## config.mk

```make
export PLATFORM = sky130hd
export DESIGN_NAME = motor_ramp_scheduler
export DESIGN_NICKNAME = d
export VERILOG_FILES = /design/src/rtl/motor_ramp_pkg.sv /design/src/rtl/motor_ramp_step.sv /design/src/rtl/motor_ramp_scheduler.sv
export SDC_FILE = /design/constraint.sdc
export NUM_CORES = 1
export LEC_CHECK = 0
export BUFFER_PORTS_ARGS = -buffer_cell sky130_fd_sc_hd__clkbuf_2
export CAP_MARGIN = 5
export CORE_UTILIZATION = 45
export CTS_BUF_LIST = sky130_fd_sc_hd__clkbuf_2 sky130_fd_sc_hd__clkbuf_4 sky130_fd_sc_hd__clkbuf_8
export DETAILED_ROUTE_END_ITERATION = 12
export GPL_ROUTABILITY_DRIVEN = 0
export SYNTH_ARGS = -nofsm -noshare
export SYNTH_HDL_FRONTEND = slang
export SYNTH_SLANG_ARGS = --single-unit
export TNS_END_PERCENT = 20
```

## constraint.sdc

```tcl
create_clock -name clk -period 7.74 [get_ports clk]
set_clock_uncertainty 0.15 [all_clocks]
set_input_delay 0.387 -clock clk [delete_from_list [all_inputs] [get_ports clk]]
set_output_delay 0.387 -clock clk [all_outputs]
set_load 0.02 [all_outputs]
```

## src/rtl/motor_ramp_pkg.sv

```systemverilog
// Shared types and constants for the four-channel motor ramp scheduler.
package motor_ramp_pkg;

    localparam int NUM_CHAN = 4;
    localparam int DUTY_W   = 8;

    typedef enum logic [1:0] {
        IDLE = 2'd0,
        RUN  = 2'd1,
        DEAD = 2'd2
    } chan_state_t;

    localparam logic DIR_FWD = 1'b0;
    localparam logic DIR_REV = 1'b1;

    // Bridge pins {dir1, dir2}; only a running channel drives the bridge.
    function automatic logic [1:0] dir_pins(chan_state_t st, logic dir);
        if (st != RUN) begin
            return 2'b00;
        end
        return (dir == DIR_FWD) ? 2'b10 : 2'b01;
    endfunction

endpackage

```

## src/rtl/motor_ramp_step.sv

```systemverilog
// Next-state computation for one serviced channel: ramp toward target,
// coast through a dead period before any direction reversal.
module motor_ramp_step
    import motor_ramp_pkg::*;
#(
    parameter int STEP       = 4,
    parameter int DEAD_TICKS = 8,
    parameter int CNT_W      = 4
) (
    input  chan_state_t       state,
    input  logic [DUTY_W-1:0] duty,
    input  logic              cur_dir,
    input  logic [CNT_W-1:0]  dead_cnt,
    input  logic [DUTY_W-1:0] tgt_duty,
    input  logic              tgt_dir,
    output chan_state_t       state_next,
    output logic [DUTY_W-1:0] duty_next,
    output logic              dir_next,
    output logic [CNT_W-1:0]  cnt_next
);

    localparam logic [DUTY_W-1:0] STEP_D    = DUTY_W'(STEP);
    localparam logic [CNT_W-1:0]  DEAD_LOAD = CNT_W'(DEAD_TICKS);

    logic [DUTY_W:0]   up_sum;
    logic [DUTY_W-1:0] down_diff;
    logic [DUTY_W-1:0] toward;
    logic [DUTY_W-1:0] ramp_down;
    logic              down_ok;

    // Ramp arithmetic: one extra bit on the way up, a guard on the way down.
    always_comb begin
        up_sum    = {1'b0, duty} + {1'b0, STEP_D};
        down_ok   = duty > STEP_D;
        down_diff = duty - STEP_D;
        ramp_down = down_ok ? down_diff : '0;
        toward    = duty;
        if (duty < tgt_duty) begin
            toward = (up_sum >= {1'b0, tgt_duty}) ? tgt_duty : up_sum[DUTY_W-1:0];
        end else if (duty > tgt_duty) begin
            toward = (!down_ok || down_diff <= tgt_duty) ? tgt_duty : down_diff;
        end
    end

    always_comb begin
        state_next = state;
        duty_next  = duty;
        dir_next   = cur_dir;
        cnt_next   = dead_cnt;
        case (state)
            IDLE: begin
                if (tgt_duty != '0) begin
                    state_next = RUN;
                    dir_next   = tgt_dir;
                    duty_next  = '0;
                end
            end
            RUN: begin
                if (duty == '0 && tgt_duty == '0) begin
                    state_next = IDLE;
                end else if (tgt_dir == cur_dir) begin
                    duty_next = toward;
                end else begin
                    duty_next = ramp_down;
                    if (ramp_down == '0) begin
                        state_next = DEAD;
                        cnt_next   = DEAD_LOAD;
                    end
                end
            end
            DEAD: begin
                duty_next = '0;
                cnt_next  = (dead_cnt == '0) ? '0 : dead_cnt - 1'b1;
                // A count of one (or zero) finishes on this service.
                if (dead_cnt <= CNT_W'(1)) begin
                    cnt_next = '0;
                    if (tgt_duty == '0) begin
                        state_next = IDLE;
                    end else begin
                        state_next = RUN;
                        dir_next   = tgt_dir;
                    end
                end
            end
            default: begin
                state_next = IDLE;
                duty_next  = '0;
                cnt_next   = '0;
            end
        endcase
    end

endmodule

```

## src/rtl/motor_ramp_scheduler.sv

```systemverilog
// Four-channel H-bridge ramp scheduler: tick-driven round-robin sweep with obstacle stop.
// Optional MOTOR_RAMP_MISS_CNT_EN adds tick_miss_cnt (ticks dropped during a sweep).
module motor_ramp_scheduler
    import motor_ramp_pkg::*;
#(
    parameter int STEP       = 4,
    parameter int DEAD_TICKS = 8
) (
    input  logic                         clk,
    input  logic                         reset,
    input  logic                         cmd_valid,
    output logic                         cmd_ready,
    input  logic [1:0]                   cmd_chan,
    input  logic [DUTY_W-1:0]            cmd_duty,
    input  logic                         cmd_dir,
    input  logic                         tick,
    input  logic                         obstacle,
    output logic [NUM_CHAN*DUTY_W-1:0]   duty_out,
    output logic [NUM_CHAN-1:0]          dir1,
    output logic [NUM_CHAN-1:0]          dir2,
    output logic [NUM_CHAN-1:0]          busy
`ifdef MOTOR_RAMP_MISS_CNT_EN
    ,
    output logic [7:0]                   tick_miss_cnt
`endif
);

    localparam int CNT_W = (DEAD_TICKS < 2) ? 1 : $clog2(DEAD_TICKS + 1);
    localparam int IDX_W = $clog2(NUM_CHAN);

    chan_state_t       state_reg    [NUM_CHAN];
    chan_state_t       state_next   [NUM_CHAN];
    logic [DUTY_W-1:0] duty_reg     [NUM_CHAN];
    logic [DUTY_W-1:0] duty_next    [NUM_CHAN];
    logic              dir_reg      [NUM_CHAN];
    logic              dir_next     [NUM_CHAN];
    logic [CNT_W-1:0]  cnt_reg      [NUM_CHAN];
    logic [CNT_W-1:0]  cnt_next     [NUM_CHAN];
    logic [DUTY_W-1:0] tgt_duty_reg [NUM_CHAN];
    logic              tgt_dir_reg  [NUM_CHAN];

    logic              sweep_active_reg;
    logic              sweep_active_next;
    logic [IDX_W-1:0]  svc_idx_reg;
    logic [IDX_W-1:0]  svc_idx_next;

    chan_state_t       step_state;
    logic [DUTY_W-1:0] step_duty;
    logic              step_dir;
    logic [CNT_W-1:0]  step_cnt;
    logic              cmd_accept;

    assign cmd_ready  = ~reset;
    assign cmd_accept = cmd_valid & cmd_ready;

    // Sweep sequencer: a tick while idle services channels 0..3 on the next four edges.
    always_comb begin
        sweep_active_next = sweep_active_reg;
        svc_idx_next      = svc_idx_reg;
        if (sweep_active_reg) begin
            svc_idx_next = svc_idx_reg + 1'b1;
            if (svc_idx_reg == IDX_W'(NUM_CHAN - 1)) begin
                sweep_active_next = 1'b0;
            end
        end else if (tick) begin
            sweep_active_next = 1'b1;
            svc_idx_next      = '0;
        end
    end

    motor_ramp_step #(
        .STEP       (STEP),
        .DEAD_TICKS (DEAD_TICKS),
        .CNT_W      (CNT_W)
    ) u_step (
        .state      (state_reg[svc_idx_reg]),
        .duty       (duty_reg[svc_idx_reg]),
        .cur_dir    (dir_reg[svc_idx_reg]),
        .dead_cnt   (cnt_reg[svc_idx_reg]),
        .tgt_duty   (tgt_duty_reg[svc_idx_reg]),
        .tgt_dir    (tgt_dir_reg[svc_idx_reg]),
        .state_next (step_state),
        .duty_next  (step_duty),
        .dir_next   (step_dir),
        .cnt_next   (step_cnt)
    );

    // The obstacle override acts on every forward runner, serviced or not, and wins.
    always_comb begin
        for (int i = 0; i < NUM_CHAN; i++) begin
            state_next[i] = state_reg[i];
            duty_next[i]  = duty_reg[i];
            dir_next[i]   = dir_reg[i];
            cnt_next[i]   = cnt_reg[i];
            if (sweep_active_reg && svc_idx_reg == IDX_W'(i)) begin
                state_next[i] = step_state;
                duty_next[i]  = step_duty;
                dir_next[i]   = step_dir;
                cnt_next[i]   = step_cnt;
            end
            if (obstacle && state_reg[i] == RUN && dir_reg[i] == DIR_FWD) begin
                duty_next[i] = '0;
            end
        end
    end

    always_ff @(posedge clk) begin
        if (reset) begin
            sweep_active_reg <= 1'b0;
            svc_idx_reg      <= '0;
            for (int i = 0; i < NUM_CHAN; i++) begin
                state_reg[i]    <= IDLE;
                duty_reg[i]     <= '0;
                dir_reg[i]      <= DIR_FWD;
                cnt_reg[i]      <= '0;
                tgt_duty_reg[i] <= '0;
                tgt_dir_reg[i]  <= DIR_FWD;
            end
        end else begin
            sweep_active_reg <= sweep_active_next;
            svc_idx_reg      <= svc_idx_next;
            for (int i = 0; i < NUM_CHAN; i++) begin
                state_reg[i] <= state_next[i];
                duty_reg[i]  <= duty_next[i];
                dir_reg[i]   <= dir_next[i];
                cnt_reg[i]   <= cnt_next[i];
                if (cmd_accept && cmd_chan == 2'(i)) begin
                    tgt_duty_reg[i] <= cmd_duty;
                    tgt_dir_reg[i]  <= cmd_dir;
                end
            end
        end
    end

`ifdef MOTOR_RAMP_MISS_CNT_EN
    logic [7:0] miss_cnt_reg;
    logic       tick_ignored;

    assign tick_ignored  = tick & sweep_active_reg;
    assign tick_miss_cnt = miss_cnt_reg;

    always_ff @(posedge clk) begin
        if (reset) begin
            miss_cnt_reg <= '0;
        end else if (tick_ignored && miss_cnt_reg != 8'hFF) begin
            miss_cnt_reg <= miss_cnt_reg + 8'd1;
        end
    end
`endif

    for (genvar gi = 0; gi < NUM_CHAN; gi++) begin : g_out
        assign duty_out[gi*DUTY_W +: DUTY_W] = duty_reg[gi];
        assign {dir1[gi], dir2[gi]}          = dir_pins(state_reg[gi], dir_reg[gi]);
        assign busy[gi]                      = (state_reg[gi] != IDLE);
    end

endmodule
```

* Yosys cells after proc, flatten, opt, wreduce, memory -nomap -nowiden
Memories as Yosys holds them, arrays and structs flattened. A register that Yosys moved wholly into a read port is not among the register bits. Index checks and enable logic that the tools add are counted.
Cells by class: bitwise logic cells 30, equality and inequality tests 21, $lt $le $gt $ge 6, add/subtract/negate cells 4, reduce and logical (&&, ||, !) cells 36, multiplexer cells 118
Operators with widths (number):
- 8-bit two-way mux | 24
- 2-bit two-way mux | 39
- 4-bit two-way mux | 13
- 1-bit two-way mux | 38
- 8-bit zero test | 3
- 1-bit bitwise OR | 24
- 1-bit logical AND | 17
- 8-bit one-hot mux with 2 select lines | 1
- 2-bit by 1-bit == test with 1-bit output (second input constant) | 7
- 4-bit one-hot mux with 3 select lines | 1
- 2-bit == test (second input constant) | 5
- 2-bit nonzero test | 5
- 8-bit by 3-bit adder with 9-bit output (second input constant) | 1
- 9-bit by 8-bit >= comparator with 1-bit output | 1
- 8-bit by 3-bit greater-than comparator with 1-bit output (second input constant) | 1
- 8-bit greater-than comparator | 1
- 8-bit less-or-equal comparator | 1
- 8-bit less-than comparator | 1
- 2-bit by 1-bit != test with 1-bit output (second input constant) | 4
- 2-bit AND reduction | 4
- 8-bit nonzero test | 1
- 8-bit by 3-bit subtractor with 8-bit output (second input constant) | 1
- 2-bit zero test | 3
- 2-bit one-hot mux with 3 select lines | 1
- 11 further kinds | 18
Storage, ports and cells: output and inout port bits 45, memories kept 6, logic and storage cells 223, bits of input ports 16, register bits 3, RAM bits 96
Memories:
- duty_reg | depth 4, width 8, rd ports 5, clocked after memory_dff 1, wr ports 4, line motor_ramp_scheduler.sv:33 | logic [DUTY_W-1:0] duty_reg [NUM_CHAN];
- tgt_duty_reg | depth 4, width 8, rd ports 1, clocked after memory_dff 1, wr ports 4, line motor_ramp_scheduler.sv:39 | logic [DUTY_W-1:0] tgt_duty_reg [NUM_CHAN];
- cnt_reg | depth 4, width 4, rd ports 1, clocked after memory_dff 1, wr ports 4, line motor_ramp_scheduler.sv:37 | logic [CNT_W-1:0] cnt_reg [NUM_CHAN];
- state_reg | depth 4, width 2, rd ports 5, clocked after memory_dff 1, wr ports 4, line motor_ramp_scheduler.sv:31 | chan_state_t state_reg [NUM_CHAN];
- dir_reg | depth 4, width 1, rd ports 5, clocked after memory_dff 1, wr ports 4, line motor_ramp_scheduler.sv:35 | logic dir_reg [NUM_CHAN];
- tgt_dir_reg | depth 4, width 1, rd ports 1, clocked after memory_dff 1, wr ports 4, line motor_ramp_scheduler.sv:40 | logic tgt_dir_reg [NUM_CHAN];

* Longest topological paths before layout
depth after elaboration 12, gate-level depth with buffers 17

* Cells and area by module
Synthesis repeated with hierarchy kept, for this count alone.
Second synthesis, totals: cell total of the unflattened synthesis 601, area total of the unflattened synthesis 6417.4 um2
By module, submodules not included:
- motor_ramp_scheduler | area each 5016.1 um2, seq. area each 2542.4 um2, instances 1, cells each 396
- motor_ramp_step | area each 1401.3 um2, seq. area each 0.0 um2, instances 1, cells each 205

* Worst setup path before layout
OpenSTA, ideal clock, no wires.
kind flip-flop to flip-flop, start reg with a tool-made name, end mem duty_reg[0][0], arrival time 3562 ps, slack 3890 ps, cell stages (with the launch flop) 17, buffers on the path 1, clock period less this slack 3850 ps, required time 7453 ps, path through dfxtp_1 > buf_6 > mux4_2 > inv_1 > ha_1 > inv_1 > a211oi_4 > xnor2_2 > ha_1 > a21oi_1 > nand2_1 > a21oi_1 > a211o_1 > a2bb2oi_2 > a211oi_2 > a2bb2oi_2 > a211oi_1
RTL lines (line):
- to (decl) | motor_ramp_scheduler.sv:33

==> reports/metrics.cfg <==
[global_routing]
grt.total_usage=0.241
antenna_found_initial=0
grt_pass1_vias=4635
grt_pass1_wl_um=26000
grt_max_degree=35
grt_overflow_total=0

[worst_setup_path]
rr_worst_depth=16
cp_max_fo=34
worstReg2RegEnd=duty_reg[1][3]$_SDFFE_PP0P_
crit_path_start_kind=register
required_ns=7.81
arrival_ns=5.09
r2r_slack_ns=2.72
crit_type=register to register
critPathCaptureType=register

[hold_path]
min_to=sweep_active_reg$_SDFF_PP0_
min_from=tick
hold_class=input pin to register
hold_path_depth=3

[sta]
hold_viol=0
final.period_utilization=0.649
slew_violations=0
relSlewSlack=0.327
worst_pin_slew_ns=1.00
period_needed_ns=5.02
setup_viol=0
hold_slack_ns=0.102
setup_tns_ns=0
rsz0062_at_grt=no
fmaxAchievable_ghz=0.199
timing.final.ws_setup_ns=2.72

[power]
cellPowerDensity_nw_per_um2=196
clockPowerShare=0.285
power_mw=1.32
internal_power_mw=0.893
irDropWorstVdd_v=0.000102
p_sw_mw=0.423
swShare=0.321
p_seq_frac=0.458
combPwrFrac=0.257
p_leak_nw=2.49

[run]
max_cap_violations=0

[finish]
drive_gt1_frac=0.207
nNetsFinal=670
syn2layout_area_growth_pct=9.25
layoutNonFillerInstCount=809
n_antenna_cell=0
final_util=0.505
design_area_um2=6710

[die]
chipWidth_um=119
ioPinCount=61
start_util=0.462
core_area_um2=13300
die_y_um=119
num_rows=42
dieArea_um2=14100

[logic_synthesis]
synth_edf_count=52
syn_area_per_cell_um2=10.6
synthFlopType=edfxtp_1
synthArstFlopShare=0
syn_inst=581
ys_seq_area_frac=0.414
synth.distinct_cells=75
ys_warn_count=0
yosys_register_bits=101
syn_nets=623
synth_area_um2=6140

[drt]
vias=4824
firstDrtPassIters=5
vias_per_cell=5.96
wire_per_inst_um=20.4
ant_nets=0
initialDrtViolationCount=369
drt-total-wl_um=16500
drc_errors=0

[clock_tree]
cts_tree=done
clkLatencyLatePin_ns=0.38
post_cts_buffers=0
cts_buffers=9
postCtsResizedCells=0
cts_sinks=101
root_buffer=clkbuf_8
clk_path_buf_depth=2
clk_pin_slew_ns=0.10
htreeDepth=3
cts_hold_buffers=0

[place]
dp_cells=793
dp_hpwl_um=12000
placed_area_um2=6490
dpl_worst_slack_ns=2.81
io_buffers=60

[outcome]
status=finished, final reports clean

## power by group through the flow
stage	clock network, mW	registers (mW)	logic [mW]
after floorplan	0	0.616	0.245
after global routing	0.400	0.606	0.367
after global placement	0	0.614	0.325
final	0.375	0.603	0.338
after detailed placement	0	0.615	0.331
after CTS	0.381	0.603	0.333
## placed cells by master, fill, tap and decap left out, types with 3 or more instances in the layout
master | Yosys | routed
a2111oi_0 | 3 | 3
inv_1 | 19 | 19
and3_1 | 3 | 3
nor2b_1 | 4 | 4
a31oi_1 | 3 | 3
nand2_1 | 41 | 41
a21oi_1 | 45 | 45
o21a_1 | 6 | 6
mux4_1 | 10 | 10
or2_2 | 7 | 7
and3b_1 | 5 | 5
nor3_1 | 22 | 22
nor3b_1 | 5 | 5
dfxtp_1 | 49 | 48
nand4_1 | 3 | 3
a2bb2oi_2 | 3 | 3
mux4_2 | 14 | 14
nor4_2 | 3 | 3
a211oi_1 | 30 | 30
o21ai_1 | 4 | 6
and2_1 | 40 | 40
mux2i_1 | 8 | 8
nand2b_1 | 4 | 4
nor2_1 | 52 | 52
edfxtp_1 | 52 | 52
o21ai_0 | 22 | 20
xnor2_1 | 5 | 5
ha_1 | 26 | 26
nor3_2 | 5 | 5
clkbuf_8 | 0 | 9
clkbuf_2 | 0 | 60
nand3_1 | 10 | 10
buf_4 | 6 | 3
## worst max-delay path by stage
stage | cells past startpoint | slack, ns | start | end
2_1_floorplan | 16 | 3.89 | register | duty_reg[0][0]$_SDFFE_PP0P_
3_3_place_gp | 16 | 2.89 | register | duty_reg[1][3]$_SDFFE_PP0P_
3_5_place_dp | 16 | 2.81 | register | duty_reg[0][3]$_SDFFE_PP0P_
4_1_cts | 16 | 2.78 | register | duty_reg[1][3]$_SDFFE_PP0P_
5_1_grt | 16 | 2.34 | register | duty_reg[3][3]$_SDFFE_PP0P_
6_report | 16 | 2.72 | register | duty_reg[1][3]$_SDFFE_PP0P_
## Yosys cell counts, types with 7 or more instances
cell type / instances / share of area
clkbuf_1: 14 / 0.0086
mux4_1: 10 / 0.043
ha_1: 26 / 0.053
nor3_1: 22 / 0.018
nand3_1: 10 / 0.0081
a21oi_1: 45 / 0.037
mux4_2: 14 / 0.051
and2_1: 40 / 0.041
or2_2: 7 / 0.0071
o21ai_0: 22 / 0.018
mux2i_1: 8 / 0.013
edfxtp_1: 52 / 0.25
nand2_1: 41 / 0.025
nor2_1: 52 / 0.032
a211oi_1: 30 / 0.037
inv_1: 19 / 0.012
dfxtp_1: 49 / 0.16
## metal layers
layer	wire (um)	up-vias	share of wire	track usage
met5	0	-	0	0
met4	257	0	0.016	0.0783
met3	940	23	0.057	0.0330
met2	7640	176	0.46	0.380
met1	7650	2348	0.46	0.343
li1	-	2277	-	-
## layout make-up
cell class | instances | area (um2)
tap | 176 | 220
sequential | 101 | 2540
timing repair buffer | 63 | 323
clock inverter | 7 | 96.3
multi-input combinational | 431 | 3320
inverter | 22 | 83.8
clock buffer | 9 | 124
fill | 1219 | 6590
## cell families (layout without fill, tap and decap cells)
group	count (synthesis)	in the layout	share of synthesized area
AO/OA/AOI/OAI	146	146	0.171
XOR/XNOR	10	10	0.0179
adder cells (fa/ha/maj)	26	26	0.0530
buffers and inverters	49	101	0.0456
flip-flops	101	101	0.414
multiplexers	32	32	0.107
AND/OR/NAND/NOR	217	217	0.192
## worst max-delay path, cell delays in order, from the launching register on
cell       delay (ns)
dfxtp_2          0.32
buf_4            0.48
mux4_2           0.72
inv_1            0.23
ha_1             0.30
inv_1            0.14
a211oi_4         0.20
xnor2_2          0.21
ha_1             0.33
a21oi_1          0.15
nand2_1          0.06
a21oi_1          0.36
a2111oi_0        0.18
a211oi_1         0.38
o21ai_0          0.13
a22oi_1          0.37
a211oi_1         0.14
No activity file was read; power rests on OpenSTA's default activity.
